--- config.mk ---
export PLATFORM = sky130hd
export DESIGN_NAME = sync_fifo_fwft
export DESIGN_NICKNAME = d
export VERILOG_FILES = /design/src/rtl/sync_fifo_fwft.sv
export SDC_FILE = /design/constraint.sdc
export NUM_CORES = 1
export LEC_CHECK = 0
export ABC_AREA = 1
export CAP_MARGIN = 25
export CORE_UTILIZATION = 55
export CTS_CLUSTER_SIZE = 12
export DETAILED_ROUTE_END_ITERATION = 8
export GPL_TIMING_DRIVEN = 0
export PLACE_DENSITY = 0.77
export RECOVER_POWER = 25
export SLEW_MARGIN = 20
export SYNTH_ARGS = -nofsm -noshare
export SYNTH_HDL_FRONTEND = slang
export SYNTH_SLANG_ARGS = --single-unit
export TNS_END_PERCENT = 30
--- constraint.sdc ---
create_clock -name clk -period 5.4 [get_ports clk]
set_input_delay 0.54 -clock clk [delete_from_list [all_inputs] [get_ports clk]]
set_output_delay 0.54 -clock clk [all_outputs]
set_load 0.005 [all_outputs]
--- src/rtl/sync_fifo_fwft.sv ---
// sync_fifo_fwft: synchronous first-word-fall-through FIFO with valid/ready
// handshakes on both sides.
// Features:
//   - programmable almost-full and almost-empty thresholds
//   - sticky overflow and underflow error flags
//   - a synchronous flush
// Optional feature: define SYNC_FIFO_PEAK_EN to build peak-occupancy
// tracking. When it is undefined, peak_count is tied to zero.
// Full and empty are decoded from the occupancy counter, never from a
// pointer compare.
module sync_fifo_fwft #(
  parameter int WIDTH     = 8,
  parameter int DEPTH     = 8,
  parameter int AF_THRESH = DEPTH - 2,
  parameter int AE_THRESH = 1
) (
  input  logic                       clk,
  input  logic                       reset,
  input  logic                       flush,
  input  logic                       wr_valid,
  input  logic [WIDTH-1:0]           wr_data,
  output logic                       wr_ready,
  output logic                       rd_valid,
  output logic [WIDTH-1:0]           rd_data,
  input  logic                       rd_ready,
  output logic [$clog2(DEPTH):0]     count,
  output logic                       almost_full,
  output logic                       almost_empty,
  output logic                       overflow,
  output logic                       underflow,
  input  logic                       err_clr,
  output logic [$clog2(DEPTH):0]     peak_count
);

  localparam int AW = $clog2(DEPTH);
  localparam int CW = AW + 1;

  localparam logic [CW-1:0] C_DEPTH = CW'(DEPTH);
  localparam logic [CW-1:0] C_AF    = CW'(AF_THRESH);
  localparam logic [CW-1:0] C_AE    = CW'(AE_THRESH);
  localparam logic [CW-1:0] C_ONE   = CW'(1);
  localparam logic [AW-1:0] P_ONE   = AW'(1);

  logic [WIDTH-1:0] r_mem [DEPTH];
  logic [AW-1:0]    r_wr_ptr;
  logic [AW-1:0]    r_rd_ptr;
  logic [CW-1:0]    r_count;
  logic             r_overflow;
  logic             r_underflow;

  logic w_full;
  logic w_empty;
  logic w_wr_fire;
  logic w_rd_fire;
  logic w_ovf_evt;
  logic w_udf_evt;

  // Status decodes depend only on the count register, so they can change
  // only after a clock edge.
  assign w_full  = (r_count == C_DEPTH);
  assign w_empty = (r_count == {CW{1'b0}});

  // A flush discards any transfer in the same cycle, and that discarded
  // transfer must not be reported as an error either.
  assign w_wr_fire = wr_valid & ~w_full  & ~flush;
  assign w_rd_fire = rd_ready & ~w_empty & ~flush;
  assign w_ovf_evt = wr_valid & w_full   & ~flush;
  assign w_udf_evt = rd_ready & w_empty  & ~flush;

  assign wr_ready     = ~w_full;
  assign rd_valid     = ~w_empty;
  assign rd_data      = w_empty ? {WIDTH{1'b0}} : r_mem[r_rd_ptr];
  assign count        = r_count;
  assign almost_full  = (r_count >= C_AF);
  assign almost_empty = (r_count <= C_AE);
  assign overflow     = r_overflow;
  assign underflow    = r_underflow;

  // Storage array: written on an accepted write, never reset.
  always_ff @(posedge clk) begin
    if (w_wr_fire) begin
      r_mem[r_wr_ptr] <= wr_data;
    end
  end

  // Write pointer: advances modulo DEPTH on each accepted write.
  always_ff @(posedge clk) begin
    if (reset) begin
      r_wr_ptr <= {AW{1'b0}};
    end else if (flush) begin
      r_wr_ptr <= {AW{1'b0}};
    end else if (w_wr_fire) begin
      r_wr_ptr <= r_wr_ptr + P_ONE;
    end
  end

  // Read pointer: advances modulo DEPTH on each accepted read.
  always_ff @(posedge clk) begin
    if (reset) begin
      r_rd_ptr <= {AW{1'b0}};
    end else if (flush) begin
      r_rd_ptr <= {AW{1'b0}};
    end else if (w_rd_fire) begin
      r_rd_ptr <= r_rd_ptr + P_ONE;
    end
  end

  // Occupancy counter: +1 on write only, -1 on read only.
  always_ff @(posedge clk) begin
    if (reset) begin
      r_count <= {CW{1'b0}};
    end else if (flush) begin
      r_count <= {CW{1'b0}};
    end else begin
      case ({w_wr_fire, w_rd_fire})
        2'b10:   r_count <= r_count + C_ONE;
        2'b01:   r_count <= r_count - C_ONE;
        default: r_count <= r_count;
      endcase
    end
  end

  // Sticky overflow flag: a new error beats a same-cycle clear.
  always_ff @(posedge clk) begin
    if (reset) begin
      r_overflow <= 1'b0;
    end else if (w_ovf_evt) begin
      r_overflow <= 1'b1;
    end else if (err_clr) begin
      r_overflow <= 1'b0;
    end
  end

  // Sticky underflow flag: a new error beats a same-cycle clear.
  always_ff @(posedge clk) begin
    if (reset) begin
      r_underflow <= 1'b0;
    end else if (w_udf_evt) begin
      r_underflow <= 1'b1;
    end else if (err_clr) begin
      r_underflow <= 1'b0;
    end
  end

`ifdef SYNC_FIFO_PEAK_EN
  logic [CW-1:0] r_peak;

  // Peak tracker: registers max(peak, count), so it lags count by one cycle.
  // It survives a flush.
  always_ff @(posedge clk) begin
    if (reset) begin
      r_peak <= {CW{1'b0}};
    end else if (err_clr) begin
      r_peak <= {CW{1'b0}};
    end else if (r_count > r_peak) begin
      r_peak <= r_count;
    end
  end

  assign peak_count = r_peak;
`else
  assign peak_count = {CW{1'b0}};
`endif

endmodule

==> flow_summary_export.csv <==
group,metric,value,unit
sta,final.setup.worst_slack,2650,ps
pwr,clkPwrFrac,0.361,
grt,grt_max_degree,14,
placed_design,post-place-ws,2740,ps
layout,multi_input_area,0.00105,sq mm
setup_path,arrival,2210,ps
yosys,synth_cells,400,
setup_path,criticalPathCategory,"flop to output pin",
route,drt_iter0_drc,182,
yosys,ys_seq_area_frac,0.603,
yosys,ys_warn_count,0,
clocking,cts_tree,"yes",
sta,worst_slew_pin_slew,918,ps
layout,drive_gt1_frac,0.102,
hold_path,hold_class,"flop to flop",
yosys,synth_area,0.00368,sq mm
pwr,p_int,0.907,mW
route,wl_per_cell,14.1,um
yosys,synthArstFlopShare,0,
layout,post-route-util,0.671,
layout,final_cell_mix,"nand2_1 (98), inv_1 (78), edfxtp_1 (64), nand3_1 (47), nor2_1 (38)",
die,die_w,83.9,um
yosys,syn_avg_cell_area,9.21,sq um
clocking,cts_buffers,9,
grt,antenna_found_initial,0,
clocking,clock-sinks,79,
yosys,yosys_register_bits,79,
route,first_pass_iters,6,
setup_path,cp_max_fo,10,
die,coreArea,0.00642,sq mm
die,ios,36,
layout,seq_area,0.00222,sq mm
pwr,p_leak,1.88,nW
route,postRouteAntennaNets,0,
layout,final_common_cell,"nand2_1",
clocking,cts_buffer_depth,2,
yosys,synth_ff_type,"edfxtp_1",
grt,track_usage,0.229,
pwr,ir_worst_vdd,150,uV
setup_path,cp_top_family,"buffers and inverters",
yosys,synth_enable_flop_cells,64,
placed_design,finalWeightedCongestion,0.832,
sta,setup_viol,0,
route,viasPerCell,4.97,
placed_design,dp_hpwl,4930,um
clocking,cts_resized,0,
sta,tns,0,ps
clocking,postCtsHoldBufs,0,
die,die_h,83.9,um
setup_path,cpPeakStageDelay,520,ps
placed_design,port_buffers,31,
clocking,postCtsSetupBuffers,0,
flow_run,cap_violations,0,
sta,hold_viol,0,
clocking,path_clk_slew,80,ps
clocking,htreeDepth,3,
pwr,pwr-share-comb,0.062,
sta,fin_crit,2750,ps
pwr,power_density,267,mW/mm^2
sta,max_clock_freq,364,MHz
grt,gr-total-overflow,0,
sta,rsz0062_at_grt,"false",
setup_path,crit_buf_inv,3,
grt,grt_pass1_wl,12000,um
setup_path,cp-start-kind,"flop",
route,drt_wl_total,7450,um
layout,antenna_cells,0,
outcome,outcome,"finished with violations",
setup_path,cp-end-kind,"output pin",
route,drcViolationCount,6,
clocking,clock-root-buffer,"clkbuf_8",
sta,slew_violations,0,
sta,fin_skew,9.02,ps
route,vias,2620,
pwr,p_sw_frac,0.214,
clocking,insertion_delay,340,ps
yosys,yosysUniqueCellTypes,25,
grt,grt_pass1_vias,2545,
outcome,violations,"design-rule violations",
setup_path,slowest_stage,"clkdlybuf4s50_1",
die,initial_utilization,0.574,
die,rows,29,
layout,area.growth.synth_to_final,17.0,%
layout,nets,467,
setup_path,worstPathRequired,4860,ps
layout,n_fill_cell,504,
sta,fin_crit_sh,0.509,
setup_path,path_cells,"inv_1 > ha_1 > nand2_2 > buf_6 > nand2_1 > nor2_1 > clkdlybuf4s50_1",
sta,slew_headroom,0.386,
die,dieArea,0.00703,sq mm
pwr,p_seq_frac,0.577,
pwr,p_switching,0.246,mW
==> routing by layer <==
| metal | vias to the layer above | track usage | share of wire |
|---|---|---|---|
| met4 | 0 | 0.114 | 0.014 |
| met1 | 1189 | 0.305 | 0.44 |
| met2 | 80 | 0.369 | 0.48 |
| met5 | - | 0 | 0 |
| li1 | 1339 | - | - |
| met3 | 12 | 0.0317 | 0.065 |
==> cell families (layout without fill, tap and decap cells) <==
logic type | count (synthesis) | after routing | synth area share
and+or+nand+nor | 195 | 195 | 0.222
buffers and inverters | 100 | 147 | 0.122
DFF | 79 | 79 | 0.603
AOI/OAI and AO/OA | 16 | 16 | 0.0224
adders and majority gates | 8 | 8 | 0.0272
other | 1 | 4 | 0.00102
xor gates and xnor gates | 1 | 1 | 0.00238
==> power groups by stage <==
stage	registers [mW]	clock network, mW	logic (mW)
CTS	0.665	0.418	0.0723
detailed placement	0.679	0	0.0720
global placement	0.679	0	0.0698
global route	0.666	0.442	0.0791
floorplan	0.679	0	0.0364
finish	0.665	0.416	0.0713
==> registers in the layout, summed over array words and instances (netlist names), named ones only <==
name and cells:
r_wr_ptr 3, r_rd_ptr 3, r_mem 64, count 4, overflow 1, underflow 1
==> synth_stat cells (5+ instances only) <==
library cell   n  area share
buf_4          5       0.010
buf_2          5      0.0068
inv_1         78       0.079
edfxtp_1      64        0.52
ha_1           8       0.027
nand3_1       47       0.064
buf_6          6       0.018
dfxtp_1       15       0.081
nor2_1        38       0.039
a21oi_1        8       0.011
nand2_1       98        0.10
==> cell type report <==
| type | instances | area share |
|---|---|---|
| Clock inverter | 6 | 0.0142 |
| Timing Repair Buffer | 31 | 0.0720 |
| Inverter | 83 | 0.0728 |
| Tap cell | 77 | 0.0223 |
| Buffer | 17 | 0.0311 |
| Multi-Input combinational cell | 224 | 0.243 |
| Clock buffer | 10 | 0.0296 |
| Sequential cell | 79 | 0.515 |
==> final timing paths <==
kind / startpoint / endpoint / slack [ps] / cells past startpoint
setup / recovery: count[0] / rd_data[2] / 2650 / 7
hold / removal: underflow / underflow / 480 / 2
setup reg to reg: count[0] / r_mem[1][1] / 3050 / 5
hold reg to reg: underflow / underflow / 480 / 2
==> per-stage QoR <==
stage / std cells / hold slack, ps / instance area (sq um) / power, mW
global route: 527 / 522 / 4310 / 1.19
CTS: 527 / 475 / 4310 / 1.16
finish: 527 / 477 / 4310 / 1.15
floorplan: 403 / 454 / 3700 / 0.715
detailed placement: 511 / 462 / 4120 / 0.751
global placement: 511 / 458 / 4100 / 0.749
==> worst min-delay path, cell delays in order (launching register included) <==
cell     delay (ps)
dfxtp_1         320
nand2_1          60
a21oi_1          50
(Power assumes the default switching activity.)
==> patch: new RTL, same flow settings <==
The parameter `WIDTH` goes from 8 to 6.
--- a/src/rtl/sync_fifo_fwft.sv
+++ b/src/rtl/sync_fifo_fwft.sv
@@ -9,7 +9,7 @@
 // Full and empty are decoded from the occupancy counter, never from a
 // pointer compare.
 module sync_fifo_fwft #(
-  parameter int WIDTH     = 8,
+  parameter int WIDTH     = 6,
   parameter int DEPTH     = 8,
   parameter int AF_THRESH = DEPTH - 2,
   parameter int AE_THRESH = 1
Interface: changed (resized rd_data and wr_data); port bits go from 36 to 32. The function was not compared with the original's and may differ.
==> patch against the unedited design <==
- first-iteration DRC count increased by 34%
- design area shrank 17%
- clock skew is 0.0021 ns lower
- area after synthesis decreased by 19%
- routed wire length fell by 20%
- utilization rose by 2.4 points
- synthesized cell count decreased by 18%
- sequential cell count shrank 16
- worst setup slack better by 0.098 ns
- critical path depth decreased by 1
- critical path type unchanged
- total power decreased by 9.3%
- fmax grew 3.7%
- die area decreased by 18%
==> patch: results (changes against the unedited design) <==
{| class="wikitable"
! Metric !! Value
|-
| Post-synthesis area per instance || 9.082 um2 (was 9.212 um2)
|-
| Met1 usage in global routing || 0.3227 (was 0.3052)
|-
| Largest cells by area after synthesis || sky130_fd_sc_hd__edfxtp_1 48%, sky130_fd_sc_hd__dfxtp_1 10%, sky130_fd_sc_hd__nand2_1 9.8% (was sky130_fd_sc_hd__edfxtp_1 52%, sky130_fd_sc_hd__nand2_1 10%, sky130_fd_sc_hd__dfxtp_1 8.1%)
|-
| Sequential share of cell area || 0.4840 (was 0.5154)
|-
| Area occupied by registers || 1742 um2 (was 2222 um2)
|-
| Aggregate routed wire length || 5996 um (was 7451 um)
|-
| Synthesized-area fraction occupied by ao, oa, aoi and oai cells || 0.02764 (was 0.02241)
|-
| Number of signal-net inverters in the final layout || 67 (was 83)
|-
| Area added between synthesis and finish || 20.44% (was 17.01%)
|-
| Fin Hold WS || 0.4767 ns (about the same)
|-
| Number of distinct library cells after synthesis || 27 (was 25)
|-
| Portion of the post-synthesis area used by sequential elements || 0.5829 (was 0.6031)
|-
| Status || finished clean (was finished, violations left)
|-
| Multi-input gates || 190 (was 224)
|-
| Global routing met2 resource utilization || 0.3462 (was 0.3689)
|-
| Lkg Pwr || 1.563 nW (was 1.879 nW)
|-
| Grt met3 use || 0.07937 (was 0.03165)
|-
| Post-synth EDFFs || 48 (was 64)
|-
| Routability congestion estimate from global placement || 0.8299 (was 0.8317)
|-
| Total Power || 1.046 mW (was 1.153 mW)
|-
| Power share of the sequential group || 0.505 (was 0.577)
|-
| Buffer count excluding the clock tree in the final layout || 41 (was 48)
|-
| Post-route clock skew || 0.006896 ns (was 0.009018 ns)
|-
| Startpoint of the tightest hold check path || overflow (was underflow)
|-
| Placed insts || 430 (was 511)
|-
| Count of routing violations after the opening detailed-route iteration || 244 (was 182)
|-
| Proportion of layout cells with a drive suffix above 1 || 0.1034 (was 0.1022)
|-
| Pre-CTS worst setup slack || 2.770 ns (was 2.744 ns)
|-
| Clock network area share || 0.06363 (was 0.04382)
|-
| Multi-input combinational area share || 0.2531 (was 0.2426)
|-
| Combinational power || 62.5 uW (was 71.3 uW)
|-
| Flip-flop count of the largest register after layout || 48 (was 64)
|}
patch: cell count changes in the layout (fill, tap and decap cells not counted), sizes merged:
cell | before | now
nand3 | 48 | 38
dlygate4sd3 | 6 | 4
buf | 16 | 13
inv | 83 | 67
clkbuf | 11 | 15
nand2 | 101 | 81
clkinv | 4 | 1
nor2 | 40 | 36
clkinvlp | 1 | 0
clkdlybuf4s50 | 25 | 23
edfxtp | 64 | 48
patch: worst paths after layout:
kind | end | slack [ns] | cells after the start
max reg2reg | r_mem[4][4] | 3.10 | 5
min | overflow | 0.48 | 2
min reg2reg | overflow | 0.48 | 2
max | rd_data[5] | 2.75 | 6
patch: cells by family (layout without fill, tap and decap cells):
family | count (synthesis) | count (layout)
adders and majority gates | 8 | 8
xor gates and xnor gates | 1 | 1
other | 1 | 4
DFF | 63 | 63
and+or+nand+nor | 161 | 161
buffers and inverters | 79 | 124
AOI/OAI and AO/OA | 16 | 16
